===== src/rtl/arbitro_enrutador.sv =====
// arbitro_enrutador: arbitrates four source FIFOs (F0..F3) onto four destination FIFOs (P4..P7) through one register stage.
// Build option: define ROUND_ROBIN_EN for rotating grants; otherwise fixed priority F0 > F1 > F2 > F3.
module arbitro_enrutador #(
    parameter int DATA_W = 6
) (
    input  logic              clk,
    input  logic              reset,
    input  logic              empty_F0,
    input  logic              empty_F1,
    input  logic              empty_F2,
    input  logic              empty_F3,
    input  logic [DATA_W-1:0] data_F0,
    input  logic [DATA_W-1:0] data_F1,
    input  logic [DATA_W-1:0] data_F2,
    input  logic [DATA_W-1:0] data_F3,
    input  logic              almost_full_P4,
    input  logic              almost_full_P5,
    input  logic              almost_full_P6,
    input  logic              almost_full_P7,
    input  logic              empty_P4,
    input  logic              empty_P5,
    input  logic              empty_P6,
    input  logic              empty_P7,
    output logic              pop_F0,
    output logic              pop_F1,
    output logic              pop_F2,
    output logic              pop_F3,
    output logic              push_P4,
    output logic              push_P5,
    output logic              push_P6,
    output logic              push_P7,
    output logic [DATA_W-1:0] data_out,
    output logic              IDLE
);

    logic [3:0]        src_empty;
    logic [DATA_W-1:0] src_data [4];
    logic [3:0]        dst_almost_full;
    logic [3:0]        dst_empty;

    assign src_empty       = {empty_F3, empty_F2, empty_F1, empty_F0};
    assign src_data[0]     = data_F0;
    assign src_data[1]     = data_F1;
    assign src_data[2]     = data_F2;
    assign src_data[3]     = data_F3;
    assign dst_almost_full = {almost_full_P7, almost_full_P6, almost_full_P5, almost_full_P4};
    assign dst_empty       = {empty_P7, empty_P6, empty_P5, empty_P4};

    // A source may go only if its head word's destination can still take a word this cycle.
    logic [3:0] eligible;

    always_comb begin
        eligible = '0;
        for (int i = 0; i < 4; i++) begin
            eligible[i] = !src_empty[i] && !dst_almost_full[src_data[i][DATA_W-1 -: 2]];
        end
    end

    logic       grant_valid;
    logic [1:0] grant_idx;

`ifdef ROUND_ROBIN_EN
    // rr_ptr holds the source where the next search starts (one past the last grant).
    logic [1:0] rr_ptr;
    logic [1:0] candidate;

    always_comb begin
        grant_valid = 1'b0;
        grant_idx   = rr_ptr;
        candidate   = rr_ptr;
        for (int k = 0; k < 4; k++) begin
            candidate = rr_ptr + 2'(k);
            if (!grant_valid && eligible[candidate]) begin
                grant_valid = 1'b1;
                grant_idx   = candidate;
            end
        end
    end

    always_ff @(posedge clk) begin
        if (!reset) begin
            rr_ptr <= 2'd0;
        end else if (grant_valid) begin
            rr_ptr <= grant_idx + 2'd1;
        end
    end
`else
    // Scanning downwards lets the lowest eligible index win.
    always_comb begin
        grant_valid = 1'b0;
        grant_idx   = 2'd0;
        for (int k = 3; k >= 0; k--) begin
            if (eligible[k]) begin
                grant_valid = 1'b1;
                grant_idx   = 2'(k);
            end
        end
    end
`endif

    logic [3:0] pop_vec;

    always_comb begin
        pop_vec = '0;
        if (reset && grant_valid) begin
            pop_vec[grant_idx] = 1'b1;
        end
    end

    assign pop_F0 = pop_vec[0];
    assign pop_F1 = pop_vec[1];
    assign pop_F2 = pop_vec[2];
    assign pop_F3 = pop_vec[3];

    logic [DATA_W-1:0] granted_word;
    logic [1:0]        granted_dest;

    assign granted_word = src_data[grant_idx];
    assign granted_dest = granted_word[DATA_W-1 -: 2];

    logic [3:0]        push_q;
    logic [DATA_W-1:0] data_q;
    logic              idle_q;

    // Idle looks at the push currently on the outputs, so a word still in flight keeps it low.
    always_ff @(posedge clk) begin
        if (!reset) begin
            push_q <= '0;
            data_q <= '0;
            idle_q <= 1'b0;
        end else begin
            push_q <= '0;
            if (grant_valid) begin
                push_q[granted_dest] <= 1'b1;
                data_q               <= granted_word;
            end
            idle_q <= (&src_empty) && (&dst_empty) && !(|push_q);
        end
    end

    assign push_P4  = push_q[0];
    assign push_P5  = push_q[1];
    assign push_P6  = push_q[2];
    assign push_P7  = push_q[3];
    assign data_out = data_q;
    assign IDLE     = idle_q;

endmodule

===== config.mk =====
export PLATFORM = sky130hd
export DESIGN_NAME = arbitro_enrutador
export DESIGN_NICKNAME = d
export VERILOG_FILES = /design/src/rtl/arbitro_enrutador.sv
export SDC_FILE = /design/constraint.sdc
export NUM_CORES = 1
export LEC_CHECK = 0
export CORE_UTILIZATION = 39
export CTS_CLUSTER_SIZE = 30
export DETAILED_ROUTE_END_ITERATION = 10
export HOLD_SLACK_MARGIN = 0.05
export PLACE_DENSITY = 0.93
export SLEW_MARGIN = 30
export SYNTH_ARGS = -nofsm -noshare
export SYNTH_HDL_FRONTEND = slang
export SYNTH_SLANG_ARGS = --single-unit

===== constraint.sdc =====
create_clock -name clk -period 3.91 [get_ports clk]
set_clock_uncertainty 0.15 [all_clocks]
set_input_delay 0.782 -clock clk [delete_from_list [all_inputs] [get_ports clk]]
set_output_delay 0.782 -clock clk [all_outputs]
set_load 0.05 [all_outputs]

==> run metrics, run 1 <==
Nets=199; GP Congestion=0.900; antenna violations before repair=0; Syn Std Cell Area=843 um2; final core utilization=0.708; Final Hold Viols=0; Max Fclk=about 0.28 GHz; highest routed layer=met4; DR WL met2=around 1200 um; Remaining DRCs=0; Worst-path clk slew=~0.070 ns; GRT Total Usage=0.224; Distinct cells, synth=37; Clock Latency Late Sink=about 0.27 ns; CP Depth=6; vias in the first global route=approximately 950; Setup Crit Path Kind=input pin to primary output; H-tree levels=1; Post-Synthesis Cells=about 110; hold path cells=2; GRT Residual Overflow=0; Die ar.=around 2400 um2; crit-path max FO=12; max incr delay on CP=0.56 ns; Iter 0 DRT Violations=13; DIE HEIGHT=roughly 49 um; PD cells=between 200 and 300 nW/um2; Final setup viols=0; Cell Chain, Critical Path=clkdlybuf4s50_1, mux4_2, or2_1, nand3_1, nor2_1, buf_4; Initial Util=0.421; fill cell count=roughly 170; Slew headroom=0.599; max_cap viols=0; startpoint types=input pin; Ant. Diodes=0; FF+latch count, synth=11; outcome=complete, no violations; clk root buf=clkbuf_4; area fraction of the dominant cell type after synthesis=0.261; area leader, netlist=dfxtp_1; ANT nets after route=0; cells on worst reg2reg path=3; Ys Warns=0; Setup TNS Final=0 ns; area grow syn2layout=68.1%; WL met3=216 um; Worst setup EP type=primary output; ranking of synthesized cells by area=dfxtp_1, mux2i_1, nor2_1; Worst Path Required=a little under 3 ns; Pre-Repair DR Iteration Count=4; boundary pin count=53; # port buffers=52; Avg WL per Cell=13.6 um; VDD IR-drop max=238 uV; Post-CTS Hold Fix Bufs=0; Num Clock Sinks=11; Post CTS Setup Buffer Count=0; sequential cell area fraction in the yosys report=0.261; critical path arrival=2.67 ns; Via density=between 5 and 6; core area=between 2000 and 2500 um2; worst slew pin tran=around 0.6 ns; Die X-Extent=48.5 um; share of layout cells above drive strength 1=0.113; Inserted Clock Buffers=3; total wire length=roughly 2500 um; PostCTS Resize Cnt=0; pin count of the biggest net entering global routing=15; Slew Viols, Final=0; LEAKAGE=roughly 0.00053 uW; CTS tree=yes; Longest Clk Path Bufs=2; Mapped Avg Cell Area=between 7 and 8 um2; synthesized net count=~140; number of buffers and inverters on the critical path=2; unrepaired setup endpoints after global routing=false; CP max stage cell=clkdlybuf4s50_1; Period minus WS final=between 3 and 4 ns; class of the most critical hold timing path=flip-flop to flip-flop; Period Utilization, post-route=0.922; first-pass GRT wire length=4110 um; total number of vias=just over 1000; delay-heaviest family, CP=buffers and inverters; row count=16; post-DP HPWL=1970 um; M1 WL=about 1100 um
==> Yosys cell counts (all sizes together) <==
master	instances
nand3b	4
nor3	6
nand4b	2
nor2	13
inv	4
nor2b	1
nor3b	2
mux2i	5
o211ai	2
mux2	2
buf	2
a31o	2
clkinv	1
nand2b	3
a22o	1
a31oi	2
a311oi	1
o21a	4
o21ai	7
mux4	1
dfxtp	11
and3b	1
a21oi	6
a21bo	1
nor4	4
nand4	2
nand3	3
or4	1
clkbuf	2
a2bb2oi	2
nand2	5
a22oi	1
or2	1
a221oi	1
==> final timing paths <==
kind / from / endpoint / slack, ns
worst min-delay path: data_out[4]$_SDFFE_PN0P_ / data_out[4]$_SDFFE_PN0P_ / 0.35
worst max register to register: push_q[2]$_SDFF_PN0_ / IDLE$_SDFF_PN0_ / 2.66
worst min register to register: data_out[4]$_SDFFE_PN0P_ / data_out[4]$_SDFFE_PN0P_ / 0.35
worst max-delay path: data_F0[4] / pop_F2 / 0.30
==> power breakdown <==
part | internal, uW | switching, uW
Clock | 39.6 | 37.6
Combinational | 90.9 | 107
Sequential | 124 | 5.71
Total | 254 | 151
==> flip-flops by register name (all words and copies together), names as in the netlist <==
signal,flops
data_out,6
push_q,4
IDLE,1
==> per-stage QoR <==
| step | area [um2] | power (uW) | hold WS, ns | setup slack (ns) | std cells |
|---|---|---|---|---|---|
| final | 1420 | 405 | 0.353 | 0.304 | 187 |
| after global routing | 1420 | 427 | 0.381 | 0.243 | 187 |
| after CTS | 1420 | 406 | 0.350 | 0.309 | 187 |
| after detailed placement | 1390 | 329 | 0.340 | 0.327 | 183 |
| after global placement | 1390 | 327 | 0.343 | 0.365 | 183 |
| after floorplan | 843 | 248 | 0.561 | 0.386 | 106 |
==> worst min-delay path, cell delays in order, from the launching register on <==
cell and delay, ns:
dfxtp_1 0.31, nand4_1 0.06, a31oi_1 0.08
==> cell type report <==
type	instances	area (um2)	share of cell area
Clock buffer	4	26.3	0.0185
Inverter	5	18.8	0.0132
Multi-Input combinational cell	86	581	0.410
Sequential cell	11	220	0.155
Tap cell	27	33.8	0.0238
Timing Repair Buffer	54	538	0.380
==> kinds of logic after synthesis <==
group,Yosys count,share of synthesized area
AOI/OAI and AO/OA,30,0.261
buffers and inverters,9,0.0504
DFF,11,0.261
muxes,8,0.113
and+or+nand+nor,48,0.315
==> layout by cell type (no fill, tap or decap), types with 2 or more instances in the layout <==
master           count
clkdlybuf4s50_1     48
nor2_1              13
dfxtp_1             11
nor3_1               6
o21ai_0              6
a21oi_1              6
mux2i_1              5
nand2_1              5
buf_4                5
nand3b_1             4
o21a_1               4
inv_1                4
nor4_1               4
nand2b_1             3
clkbuf_4             3
mux2_2               2
a2bb2oi_2            2
nand3_1              2
nand4_1              2
nand4b_1             2
o211ai_1             2
a31o_2               2
a31oi_1              2
nor3b_1              2
==> per-layer routing <==
| metal | track usage | vias up |
|---|---|---|
| met2 | 0.392 | 50 |
| met4 | 0.0490 | 0 |
| met1 | 0.258 | 445 |
| met5 | 0 | - |
| li1 | - | 513 |
| met3 | 0.0849 | 4 |
Note: power is estimated with default switching activity, not from simulation.
==> run 2: changes to the inputs <==
--- a/config.mk
+++ b/config.mk
@@ -5,11 +5,12 @@
 export SDC_FILE = /design/constraint.sdc
 export NUM_CORES = 1
 export LEC_CHECK = 0
-export CORE_UTILIZATION = 39
+export CORE_UTILIZATION = 40
+export CTS_BUF_LIST = sky130_fd_sc_hd__clkbuf_2
 export CTS_CLUSTER_SIZE = 30
 export DETAILED_ROUTE_END_ITERATION = 10
 export HOLD_SLACK_MARGIN = 0.05
-export PLACE_DENSITY = 0.93
+export PLACE_DENSITY = 0.95
 export SLEW_MARGIN = 30
 export SYNTH_ARGS = -nofsm -noshare
 export SYNTH_HDL_FRONTEND = slang
==> run metrics, run 2 (same netlist as run 1, synthesis figures left out) <==
cells on worst reg2reg path=3; CTS tree=yes; highest routed layer=met4; Pre-Repair DR Iteration Count=4; reg2reg start=push_q[2]$_SDFF_PN0_; GRT Total Usage=0.249; Max Fclk=approximately 0.28 GHz; most frequent cells in the layout=clkdlybuf4s50_1, nor2_1, dfxtp_1; GRT Residual Overflow=0; Period minus WS final=3.61 ns; unrepaired setup endpoints after global routing=false; first-pass GRT wire length=approximately 4000 um; LEAKAGE=roughly 0.00054 uW; worst slew pin tran=about 0.61 ns; sink of the worst hold path=IDLE$_SDFF_PN0_; Worst setup EP type=primary output; VDD IR-drop max=approximately 170 uV; ANT nets after route=0; Setup Crit Path Kind=input pin to primary output; Initial Util=0.430; HP Start=push_q[1]$_SDFF_PN0_; Slew headroom=0.592; pre-CTS setup slack=0.333 ns; PostCTS Resize Cnt=0; Die X-Extent=about 48 um; Clock Latency Late Sink=about 0.27 ns; vias in the first global route=approximately 980; Remaining DRCs=0; Via density=approximately 6; crit-path max FO=11; pin count of the biggest net entering global routing=15; Ant. Diodes=0; PD cells=284 nW/um2; critical path arrival=2.68 ns; outcome=complete, no violations; Final Hold Viols=0; post-DP HPWL=2220 um; total number of vias=between 1000 and 1500; Period Utilization, post-route=0.925; Num Clock Sinks=11; FF-to-FF End=IDLE$_SDFF_PN0_; core area=1960 um2; M1 WL=between 1000 and 1500 um; DR WL met2=between 1000 and 1500 um; DIE HEIGHT=roughly 48 um; placed cell areas=around 1400 um2; Worst Setup Slack, final=between 0.2 and 0.3 ns; Nets=199; share of layout cells above drive strength 1=0.119; WL met3=about 270 um; Longest Clk Path Bufs=2; Post-CTS Hold Fix Bufs=0; Setup TNS Final=0 ns; Worst Path Required=2.98 ns; r2r setup slk=~2.7 ns; antenna violations before repair=0; Slew Viols, Final=0; clk root buf=clkbuf_2; Largest register FFs=6; Inserted Clock Buffers=3; Final setup viols=0; H-tree levels=1; Die ar.=roughly 2300 um2; class of the most critical hold timing path=flip-flop to flip-flop; boundary pin count=53; final core utilization=0.719; most common cell after layout, fill and taps aside=clkdlybuf4s50_1; max_cap viols=0; GP Congestion=0.944; Worst-path clk slew=0.10 ns; fin area=1410 um2; total wire length=between 2000 and 3000 um; Iter 0 DRT Violations=32; hold path cells=2; startpoint types=input pin; Avg WL per Cell=between 15 and 20 um; fill cell count=155; Post CTS Setup Buffer Count=0; row count=16; # port buffers=52; area grow syn2layout=67.4%
run 2: metal layers:
metal / GRT usage / vias up
met4: 0.156 / 0
met1: 0.270 / 505
met5: 0 / -
li1: - / 509
met2: 0.432 / 67
met3: 0.0604 / 14
run 2: worst max-delay path: stages:
cell and delay, ns:
clkdlybuf4s50_1 0.57, mux4_2 0.53, or2_1 0.37, nand3_1 0.17, nor2_1 0.05, buf_4 0.21
run 2: worst max-delay path by stage:
stage	startpoint	to	slack (ns)	depth (start not counted)
floorplan	data_F1[4]	pop_F1	0.39	4
global placement	data_F0[4]	pop_F0	0.39	5
detailed placement	data_F0[4]	pop_F2	0.33	6
CTS	data_F0[4]	pop_F2	0.31	6
global route	data_F0[4]	pop_F2	0.23	6
finish	data_F0[4]	pop_F2	0.30	6
run 2: power breakdown:
| group | switching, uW | internal, uW |
|---|---|---|
| combinational | 112 | 90.9 |
| sequential | 6.16 | 123 |
| clock | 40.9 | 27.1 |
run 2: final cells by class:
class | count | area (um2) | share of cell area
timing repair buffer | 54 | 538 | 0.381
multi-input combinational | 86 | 581 | 0.411
clock buffer | 4 | 20.0 | 0.0142
sequential | 11 | 220 | 0.156
tap | 27 | 33.8 | 0.0239
inverter | 5 | 18.8 | 0.0133
run 2: metrics by stage:
step | hold slack, ns | total power [uW] | std cells
after floorplan | 0.561 | 248 | 106
after global placement | 0.343 | 326 | 183
after detailed placement | 0.357 | 332 | 183
after CTS | 0.377 | 400 | 187
after global routing | 0.411 | 420 | 187
final | 0.369 | 401 | 187
==> run 3: changes to the inputs <==
--- a/config.mk
+++ b/config.mk
@@ -5,12 +5,13 @@
 export SDC_FILE = /design/constraint.sdc
 export NUM_CORES = 1
 export LEC_CHECK = 0
-export CORE_UTILIZATION = 40
+export CORE_UTILIZATION = 34
 export CTS_BUF_LIST = sky130_fd_sc_hd__clkbuf_2
 export CTS_CLUSTER_SIZE = 30
 export DETAILED_ROUTE_END_ITERATION = 10
+export GPL_ROUTABILITY_DRIVEN = 1
 export HOLD_SLACK_MARGIN = 0.05
-export PLACE_DENSITY = 0.95
+export PLACE_DENSITY = 0.86
 export SLEW_MARGIN = 30
 export SYNTH_ARGS = -nofsm -noshare
 export SYNTH_HDL_FRONTEND = slang
==> constraint.sdc (replaced) <==
create_clock -name clk -period 3 [get_ports clk]
set_clock_uncertainty 0.15 [all_clocks]
set_input_delay 0.6 -clock clk [delete_from_list [all_inputs] [get_ports clk]]
set_output_delay 0.6 -clock clk [all_outputs]
set_load 0.05 [all_outputs]
==> run metrics, run 3 (same netlist as run 1, synthesis figures left out) <==
outcome=complete, no violations; Clock Power Share=0.155; # port buffers=52; Power Total=roughly 520 uW; GP Congestion=between 0.8 and 0.9; critical path arrival=about 2.2 ns; Initial Util=0.371; core area=roughly 2300 um2; most common cell after layout, fill and taps aside=clkdlybuf4s50_1; startpoint types=input pin; post-DP HPWL=2240 um; Cell Chain, Critical Path=clkdlybuf4s50_1, mux4_2, or2_1, nand3_1, nor2_1, buf_4; CTS tree=yes; hold path cells=2; Longest Clk Path Bufs=2; most frequent cells in the layout=clkdlybuf4s50_1, buf_4, nor2_1; DIE HEIGHT=a little over 50 um; CP Capture Point=pop_F3; Die ar.=~2700 um2; Pre-Repair DR Iteration Count=4; Slew Viols, Final=0; area grow syn2layout=75.4%; Setup TNS Final=0 ns; unrepaired setup endpoints after global routing=false; Int Power=roughly 320 uW; total number of vias=~1100; Period minus WS final=between 2 and 3 ns; antenna violations before repair=0; Final Hold Viols=0; fin area=1480 um2; Setup Crit Path Kind=input pin to primary output; placed cell areas=approximately 1500 um2; Max Fclk=about 0.34 GHz; GRT Residual Overflow=0; Final Non-Filler Cells=approximately 200; Inserted Clock Buffers=3; minimum hold slack=approximately 0.37 ns; sw power=204 uW; H-tree levels=1; ANT nets after route=0; GRT Total Usage=0.214; Worst setup EP type=primary output; FF-to-FF End=IDLE$_SDFF_PN0_; Worst Path Required=approximately 2.3 ns; Ant. Diodes=0; register share of total power=0.325; Nets=between 200 and 250; pin count of the biggest net entering global routing=13; Largest register FFs=6; class of the most critical hold timing path=flip-flop to flip-flop; share of layout cells above drive strength 1=0.173; max incr delay on CP=0.50 ns; Num Clock Sinks=11; LEAKAGE=0.000575 uW; Iter 0 DRT Violations=17; Worst-path clk slew=approximately 0.12 ns; Slew headroom=0.647; CP max stage cell=mux4_2; clk root buf=clkbuf_2; crit-path max FO=4; Die X-Extent=approximately 52 um; combinational share of power=0.520; vias in the first global route=approximately 1000; Via density=approximately 5.4; reg2reg start=push_q[2]$_SDFF_PN0_; max_cap viols=0; total wire length=approximately 2700 um; CP startpoint=almost_full_P7; Net Sw Frac=0.391; VDD IR-drop max=roughly 330 uV; Cells after DPL=about 190; boundary pin count=53; Clock Latency Late Sink=roughly 0.26 ns; row count=17; Avg WL per Cell=between 10 and 15 um; first-pass GRT wire length=~4200 um; cells on worst reg2reg path=3; Period Utilization, post-route=0.986; worst slew pin tran=approximately 0.53 ns; Remaining DRCs=0; Final setup viols=0; r2r setup slk=around 1.8 ns; PD cells=roughly 350 nW/um2
## run 3: repair_timing
action	in CTS	in global routing
hold buffers	0	0
setup buffers	0	0
setup endpoints to repair	3	0
gates resized for setup	2	0
endpoints found under the hold margin	0	0
## run 3: per-layer routing
metal  vias to the layer above  global-route usage  part of all wire
met5                         -                   0                 0
met4                         0              0.0631             0.020
met3                         8              0.0585             0.082
met2                        53               0.405              0.50
met1                       479               0.226              0.40
li1                        525                   -                 -
## run 3: metrics by stage
step	util	worst slack, ns
final	0.650	0.0422
after global placement	0.640	-0.0681
after global routing	0.650	0.00794
after floorplan	-	0.00829
after CTS	0.650	0.0485
after detailed placement	0.640	-0.0748
## run 3: cell type report
type / instances / area [um2]
clock inverters: 1 / 5.00
repair buffers: 62 / 597
clock buffers: 3 / 15.0
well taps: 28 / 35.0
fillers: 209 / 797
flip-flops and latches: 11 / 220
inverters: 5 / 18.8
multi-input cells: 86 / 588
## run 3: critical path: cells and delay by family
family,cells,cell delay (ns)
buffers and inverters,2,0.63
multiplexers,1,0.50
AND/OR/NAND/NOR,3,0.48
## run 3: how the worst min path moves through the flow
stage	slack, ns	end	startpoint
2_1_floorplan	0.56	data_out[4]$_SDFFE_PN0P_	data_out[4]$_SDFFE_PN0P_
3_3_place_gp	0.35	data_out[4]$_SDFFE_PN0P_	data_out[4]$_SDFFE_PN0P_
3_5_place_dp	0.35	data_out[4]$_SDFFE_PN0P_	data_out[4]$_SDFFE_PN0P_
4_1_cts	0.37	data_out[4]$_SDFFE_PN0P_	data_out[4]$_SDFFE_PN0P_
5_1_grt	0.39	IDLE$_SDFF_PN0_	push_q[3]$_SDFF_PN0_
6_report	0.37	data_out[4]$_SDFFE_PN0P_	data_out[4]$_SDFFE_PN0P_
## run 3: power by group through the flow
stage	sequential (uW)	clock, uW	combinational [uW]
6_report	170	80.7	272
2_1_floorplan	222	0	101
3_5_place_dp	172	0	270
4_1_cts	169	84.4	271
5_1_grt	171	92.0	289
3_3_place_gp	172	0	266
